$ cat config.mk
export PLATFORM = sky130hd
export DESIGN_NAME = imem_fetch_ctrl
export DESIGN_NICKNAME = d
export VERILOG_FILES = /design/src/rtl/imem_fetch_ctrl.sv
export SDC_FILE = /design/constraint.sdc
export NUM_CORES = 1
export LEC_CHECK = 0
export CAP_MARGIN = 20
export CORE_UTILIZATION = 42
export DETAILED_ROUTE_END_ITERATION = 10
export HOLD_SLACK_MARGIN = 0.05
export PLACE_DENSITY_LB_ADDON = 0.2
export SYNTH_ARGS = -nofsm -noshare
export SYNTH_HDL_FRONTEND = slang
export SYNTH_SLANG_ARGS = --single-unit
$ cat constraint.sdc
create_clock -name clk -period 3.5 [get_ports clk]
set_input_delay 0.35 -clock clk [delete_from_list [all_inputs] [get_ports clk]]
set_output_delay 0.35 -clock clk [all_outputs]
set_load 0.02 [all_outputs]
$ cat src/rtl/imem_fetch_ctrl.sv
// imem_fetch_ctrl -- instruction fetch sequencer.
//
// Owns the program counter, presents it to a combinational IMEM, and pushes
// each returned word together with its PC into a 2-entry fetch buffer. Decode
// drains the buffer through a valid/ready handshake. Handles start, branch
// redirect (with out-of-range fault), end-of-program detection and halt.
//
// Optional feature macro: FETCH_PERF_EN (adds perf_fetched / perf_stalls).
//
// Ports:
//   clk, rst           clock; asynchronous active-high reset
//   start              one-cycle pulse, (re)starts fetch at RESET_PC from IDLE/HALT
//   imem_pc            byte address to IMEM (always the PC register)
//   imem_instruction   word returned by IMEM for imem_pc, same cycle
//   redirect_valid/pc  branch/jump redirect; target bits [1:0] ignored
//   out_valid/ready    handshake to decode; out_instr/out_pc are the head entry
//   halted             high in HALT
//   fault              sticky out-of-range redirect flag
//   perf_fetched       (FETCH_PERF_EN) saturating push count
//   perf_stalls        (FETCH_PERF_EN) saturating full-buffer stall count
module imem_fetch_ctrl #(
  parameter int              ADDR_W    = 8,
  parameter int              MEM_WORDS = 64,
  parameter logic [ADDR_W-1:0] RESET_PC = '0
) (
  input  logic              clk,
  input  logic              rst,
  input  logic              start,
  output logic [ADDR_W-1:0] imem_pc,
  input  logic [31:0]       imem_instruction,
  input  logic              redirect_valid,
  input  logic [ADDR_W-1:0] redirect_pc,
  output logic              out_valid,
  input  logic              out_ready,
  output logic [31:0]       out_instr,
  output logic [ADDR_W-1:0] out_pc,
  output logic              halted,
  output logic              fault
`ifdef FETCH_PERF_EN
  ,
  output logic [15:0]       perf_fetched,
  output logic [15:0]       perf_stalls
`endif
);

  typedef enum logic [1:0] {IDLE, RUN, DRAIN, HALT} state_t;

  localparam logic [ADDR_W-1:0] LAST_PC = ADDR_W'(4 * MEM_WORDS - 4);
  localparam int unsigned       PC_LIMIT = 4 * MEM_WORDS;

  state_t            state, state_d;
  logic [ADDR_W-1:0] pc, pc_d;
  logic              fault_d;
  logic [1:0]        count;

  // Buffer entry 0 is always the head; entry 1 is only meaningful at count==2.
  logic [31:0]       b0_instr, b1_instr;
  logic [ADDR_W-1:0] b0_pc, b1_pc;

  logic              pop_raw, pop, push, flush, clear, stall;
  logic              push_ok;
  logic [1:0]        count_after;
  logic [ADDR_W-1:0] target;

  assign target      = {redirect_pc[ADDR_W-1:2], 2'b00};
  assign pop_raw     = out_valid && out_ready;
  assign push_ok     = (count != 2'd2) || pop_raw;
  assign count_after = count - {1'b0, pop_raw};

  assign imem_pc   = pc;
  assign out_valid = (count != 2'd0);
  assign out_instr = b0_instr;
  assign out_pc    = b0_pc;
  assign halted    = (state == HALT);

  // NOTE: every signal driven here gets a default first, so no path leaves one
  // unassigned and no latch is inferred.
  always_comb begin
    state_d = state;
    pc_d    = pc;
    fault_d = fault;
    push    = 1'b0;
    flush   = 1'b0;
    clear   = 1'b0;
    stall   = 1'b0;
    unique case (state)
      IDLE, HALT: begin
        if (start) begin
          clear   = 1'b1;
          fault_d = 1'b0;
          pc_d    = RESET_PC;
          state_d = RUN;
        end
      end
      RUN, DRAIN: begin
        if (redirect_valid) begin
          flush = 1'b1;
          if (32'(target) >= PC_LIMIT) begin
            // Out-of-range target: PC is left alone so imem_pc stays legal.
            fault_d = 1'b1;
            state_d = HALT;
          end else begin
            pc_d    = target;
            state_d = RUN;
          end
        end else if (state == RUN) begin
          if (imem_instruction == 32'h0) begin
            state_d = DRAIN;                 // end marker: never buffered
          end else if (push_ok) begin
            push = 1'b1;
            if (pc == LAST_PC) state_d = DRAIN;   // no wrap past the last word
            else               pc_d    = pc + ADDR_W'(4);
          end else begin
            stall = 1'b1;
          end
        end else if (count_after == 2'd0) begin
          state_d = HALT;
        end
      end
      default: state_d = IDLE;
    endcase
    pop = pop_raw && !flush && !clear;
  end

  // NOTE: sequential state uses non-blocking assignments only, so every
  // register samples the pre-edge values regardless of statement order.
  always_ff @(posedge clk or posedge rst) begin
    if (rst) begin
      state <= IDLE;
      pc    <= RESET_PC;
      fault <= 1'b0;
    end else begin
      state <= state_d;
      pc    <= pc_d;
      fault <= fault_d;
    end
  end

  // NOTE: the buffer storage is reset too, because out_instr/out_pc must read
  // zero immediately on reset rather than showing stale contents.
  always_ff @(posedge clk or posedge rst) begin
    if (rst) begin
      count    <= 2'd0;
      b0_instr <= '0;
      b0_pc    <= '0;
      b1_instr <= '0;
      b1_pc    <= '0;
    end else if (flush || clear) begin
      count <= 2'd0;
    end else begin
      unique case ({push, pop})
        2'b10: begin
          if (count == 2'd0) begin
            b0_instr <= imem_instruction;
            b0_pc    <= pc;
          end else begin
            b1_instr <= imem_instruction;
            b1_pc    <= pc;
          end
          count <= count + 2'd1;
        end
        2'b01: begin
          b0_instr <= b1_instr;
          b0_pc    <= b1_pc;
          count    <= count - 2'd1;
        end
        2'b11: begin
          if (count == 2'd1) begin
            b0_instr <= imem_instruction;
            b0_pc    <= pc;
          end else begin
            b0_instr <= b1_instr;
            b0_pc    <= b1_pc;
            b1_instr <= imem_instruction;
            b1_pc    <= pc;
          end
        end
        default: ;
      endcase
    end
  end

`ifdef FETCH_PERF_EN
  always_ff @(posedge clk or posedge rst) begin
    if (rst) begin
      perf_fetched <= '0;
      perf_stalls  <= '0;
    end else if (clear) begin
      perf_fetched <= '0;
      perf_stalls  <= '0;
    end else begin
      if (push && perf_fetched != 16'hFFFF) perf_fetched <= perf_fetched + 16'd1;
      if (stall && perf_stalls != 16'hFFFF) perf_stalls  <= perf_stalls + 16'd1;
    end
  end
`endif

endmodule

### Word-level counts from Yosys, hierarchy flattened

Index checks and enable logic that the tools add are counted.
W data, S select, Z words.

* register bits after elaboration: 92
* output and inout bits: 51
* logic and storage cells: 91

* bitwise operators: 1
* muxes and demuxes: 38
* eq/ne operators: 20
* add/subtract/negate cells: 4
* reductions and logical operators: 21

Operator list (number)
* $mux W32: 4
* $pmux W32 S3: 1
* $mux W8: 10
* $pmux W32 S2: 1
* $logic_not A32 Y1: 1
* $pmux W8 S2: 2
* $pmux W8 S3: 1
* $mux W2: 8
* $ne A3 B3 Y1 const B: 4
* $ne A2 B2 Y1 const B: 5
* $ne A5 B5 Y1 const B: 2
* $mux W1: 9
* $add A8 B3 Y8 const B: 1
* $eq A2 B2 Y1 const B: 4
* $eq A8 B8 Y1 const B: 1
* $pmux W2 S2: 2
* $reduce_and A4 Y1: 2
* $eq A2 B1 Y1 const B: 3
* $logic_not A2 Y1: 3
* $reduce_bool A3 Y1: 2
* $reduce_and A5 Y1: 1
* $ne A4 B4 Y1 const B: 1
* $reduce_bool A2 Y1: 2
* $reduce_or A2 Y1: 2
* 8 further kinds: 12

### Depth between registers and ports, before layout

* depth in word-level cells: 11
* gate-level depth with buffers: 9

### Worst setup path after synthesis

Ideal clock, no wire load.

* path kind: register -> register
* start point: register state[0]
* end point: register b0_instr[0], in the netlist out_instr[0]
* stages on the path, launching flop included: 10
* arrival: 2.224 ns
* buffers on the path: 3
* slack: 1.151 ns
* data required time: 3.375 ns
* path through: dfrtp_1 > inv_1 > ha_1 > mux2_4 > or2_1 > buf_6 > o31ai_2 > buf_4 > buf_6 > mux2_2

* word-level cells in the longest chain between the ends: 9

Ends and longest elaborated chain
* from (decl): line 51 `state_t state, state_d;`
* from (signal assigned): line 133 `state <= state_d;`
* $eq A2 B1 Y1 / $eq A2 B2 Y1 (equally long branches): line 86, 106
* $reduce_or A2 Y1: line 86 `unique case (state)`
* $mux W1: line 86
* $logic_not A1 Y1: line 122 `pop = pop_raw && !flush && !clear;`
* $logic_and A1 B1 Y1 (2 in a row): line 122
* $eq A2 B2 Y1 / $eq A2 B1 Y1 (equally long branches): line 151 `unique case ({push, pop})`
* $ne A2 B2 Y1 (no line) / $reduce_bool A3 Y1 (equally long branches)
* $reduce_and A3 Y1 (no line)
* to (signal assigned): line 154 `b0_instr <= imem_instruction;`
* to (signal assigned): line 163 `b0_instr <= b1_instr;`
* to (signal assigned): line 169 `b0_instr <= imem_instruction;`
* to (decl): line 57 `logic [31:0] b0_instr, b1_instr;`

Parallel ways exist; a longest one is shown, timed or not.
A chain may end at the register's enable or synchronous reset.

### Final worst setup path

* start point: register state[0]
* end point: register b0_pc[2], in the netlist out_pc[2]

* word-level cells in the longest chain between the ends: 9

Ends and longest elaborated chain
* $eq A2 B1 Y1 / $eq A2 B2 Y1 (equally long branches): line 86, 106
* $reduce_or A2 Y1: line 86
* $mux W1: line 86
* $logic_not A1 Y1: line 122
* $logic_and A1 B1 Y1 (2 in a row): line 122
* $eq A2 B2 Y1 / $eq A2 B1 Y1 (equally long branches): line 151
* $ne A2 B2 Y1 (no line) / $reduce_bool A3 Y1 (equally long branches)
* $reduce_and A3 Y1 (no line)
* to (signal assigned): line 155 `b0_pc <= pc;`
* to (signal assigned): line 164 `b0_pc <= b1_pc;`
* to (signal assigned): line 170 `b0_pc <= pc;`
* to (decl): line 58 `logic [ADDR_W-1:0] b0_pc, b1_pc;`

Parallel ways exist; a longest one is shown, timed or not.

==> impl_metrics.json <==
{
  "relSlewSlack_pct": 65.12,
  "endpoint_kind": "flop",
  "synthTopCellsByArea": "dfrtp_1 41%, mux2i_1 22%, mux2_2 11%",
  "post-synth-top-count-cell": "mux2i_1",
  "wl_met2_um": 5568,
  "status": "finished, final reports clean",
  "fin_crit_sh_pct": 81.26,
  "drive_gt1_share_pct": 23.03,
  "cts_tree": "built",
  "cts_setup_buffers": 0,
  "synth_top_area_share_pct": 41.45,
  "vias_per_cell": 5.294,
  "cts_buffers": 9,
  "ios": 96,
  "area_growth_pct": 25.58,
  "cts-resized-gates": 0,
  "drt-met1-wl_um": 5251,
  "skew_ns": 0.006199,
  "hold_buffers": 0,
  "syn_area_um2": 5253,
  "globalRouteTotalUtil_pct": 18.92,
  "synth_cells": 407,
  "grt_max_degree": 39,
  "yosys_warnings": 0,
  "r2r-start": "state[0]",
  "avgSynthCellArea_um2": 12.91,
  "clock_sinks": 87,
  "p_leak_uw": 0.003179,
  "synth_edf_count": 0,
  "dieArea_um2": 12960,
  "ys_seq_area_share_pct": 41.45,
  "fin_nets": 542,
  "rows": 40,
  "min_path_type": "in2async",
  "drc": 0,
  "io_buffers": 90,
  "die_w_um": 113.8,
  "grt_pass1_vias": 3745,
  "die_height_um": 113.8,
  "crit_type": "reg2reg",
  "cts-htree-levels": 3,
  "tightest_slew_ns": 0.5227,
  "antenna_found_initial": 0,
  "vias": 3510,
  "setup_tns_ns": 0,
  "root_buffer": "clkbuf_16",
  "async_flop_share_pct": 100.0,
  "clock_latency_ns": 0.34,
  "max_freq_mhz": 351.6,
  "peakVddDrop_uv": 427.0,
  "ant_nets": 0,
  "drt_wl_total_um": 11350,
  "required_ns": 3.73,
  "r2r_cells": 7,
  "hpwlAfterDp_um": 7539,
  "gp_congestion": 0.7780,
  "synthTopCellsByCount": "117 x mux2i_1, 87 x dfrtp_1, 50 x mux2_2",
  "hold_viol": 0,
  "maxSlewViolCount": 0,
  "dr.first_iter.drc_count": 135,
  "cp_data_arrival_time_ns": 3.07,
  "r2r_slack_ns": 0.66,
  "clk_path_buf_depth": 2,
  "worst_hold_slack_ns": 0.3451,
  "maxCapViolations": 0,
  "synthFlopType": "dfrtp_1",
  "grt_pass1_wl_um": 19140,
  "post-synth-top-area-cell": "dfrtp_1",
  "rsz0062_at_grt": "no",
  "grt_overflow": 0,
  "antenna_cells": 0,
  "ys_seq_elements": 87,
  "cts.reportedPaths.clkPinSlew_ns": 0.06,
  "worst-path-max-fanout": 26,
  "avgRoutedWirePerCell_um": 17.12,
  "period_minus_slack_ns": 2.844,
  "yosysUniqueCellTypes": 44,
  "highest_layer": "met4",
  "core_area_um2": 12110,
  "start_util_pct": 43.37,
  "r2r-end": "out_pc[2]",
  "dr.pass1.iters": 4,
  "dr_wl_met3_um": 378,
  "p_per_area_nw_per_um2": 859.8,
  "cp-start-kind": "flop",
  "setup_viol": 0
}
worst max-delay path by stage:
stage,to,cells past startpoint,slack (ns),start
6_report,out_pc[2],7,0.66,state[0]
5_1_grt,out_instr[25],7,0.53,state[0]
4_1_cts,out_instr[21],7,0.63,state[0]
3_5_place_dp,b1_instr[26],7,0.54,imem_instruction[7]
3_3_place_gp,b1_instr[24],7,0.56,imem_instruction[7]
2_1_floorplan,b1_instr[0],1,0.90,rst
power by group:
group / total (uW) / internal [uW] / switching [uW] / leakage [uW]
Combinational: 2720 / 1470 / 1250 / 0.00194
Clock: 1120 / 714 / 402 / 0.000168
Sequential: 1840 / 1490 / 347 / 0.00107
logic make-up after synthesis:
family          share of synthesized area [%]
simple gates                            5.813
fa+ha+maj                               1.667
buf+inv                                 5.622
other cells                           0.07139
mux                                     40.81
compound gates                          4.073
flops                                   41.45
xor+xnor                               0.5003
critical path, cell delays in order, from the launching register on:
cell and delay, ns:
dfrtp_1 0.38, inv_1 0.07, ha_1 0.58, mux2_4 0.40, or2_2 0.42, o31ai_4 0.10, buf_4 0.39, mux2_2 0.39
through the flow:
step | power [uW] | utilization, % | std cells | setup slack, ns | area [um2]
4_1_cts | 5741 | 54.46 | 663 | 0.6333 | 6596
5_1_grt | 6030 | 54.46 | 663 | 0.5305 | 6596
2_1_floorplan | 3686 | - | 409 | 0.8998 | 5260
3_5_place_dp | 4595 | 51.60 | 647 | 0.5409 | 6250
6_report | 5671 | 54.46 | 663 | 0.6557 | 6596
3_3_place_gp | 4501 | 51.60 | 647 | 0.5590 | 6250
layout make-up:
cell class	count	area [um2]
fillers	1080	5515
multi-input cells	281	2810
flip-flops and latches	87	2177
repair buffers	99	1006
clock buffers	10	239.0
well taps	168	210.2
clock inverters	6	107.6
inverters	12	46.29
registers in the layout, indices dropped and copies added, names as in the netlist:
name	flops
b1_instr	32
b1_pc	6
count	2
state	2
imem_pc	6
out_instr	32
out_pc	7
cells in the final DEF, fill, tap and decap left out, types with 2 or more instances in the layout:
cell / n
mux2i_1: 117
clkdlybuf4s50_1: 90
dfrtp_1: 87
mux2_2: 50
mux2_4: 19
inv_1: 11
nand2_1: 11
mux2_1: 11
a21oi_1: 10
clkbuf_16: 9
nor4_2: 7
ha_1: 6
buf_4: 6
nor2_1: 5
nor3_1: 4
o32ai_1: 4
xnor2_1: 3
clkinv_2: 3
conb_1: 3
bufinv_16: 3
buf_12: 3
nor2b_1: 2
nor4_1: 2
o21ai_0: 2
o2111ai_2: 2
nand3_1: 2
per-layer routing:
metal  GRT usage, %  vias to the layer above
li1               -                     1642
met4          6.234                        0
met3          3.294                       12
met1          25.09                     1790
met5              0                        -
met2          31.42                       66
Power figures use the tool's default switching activity.
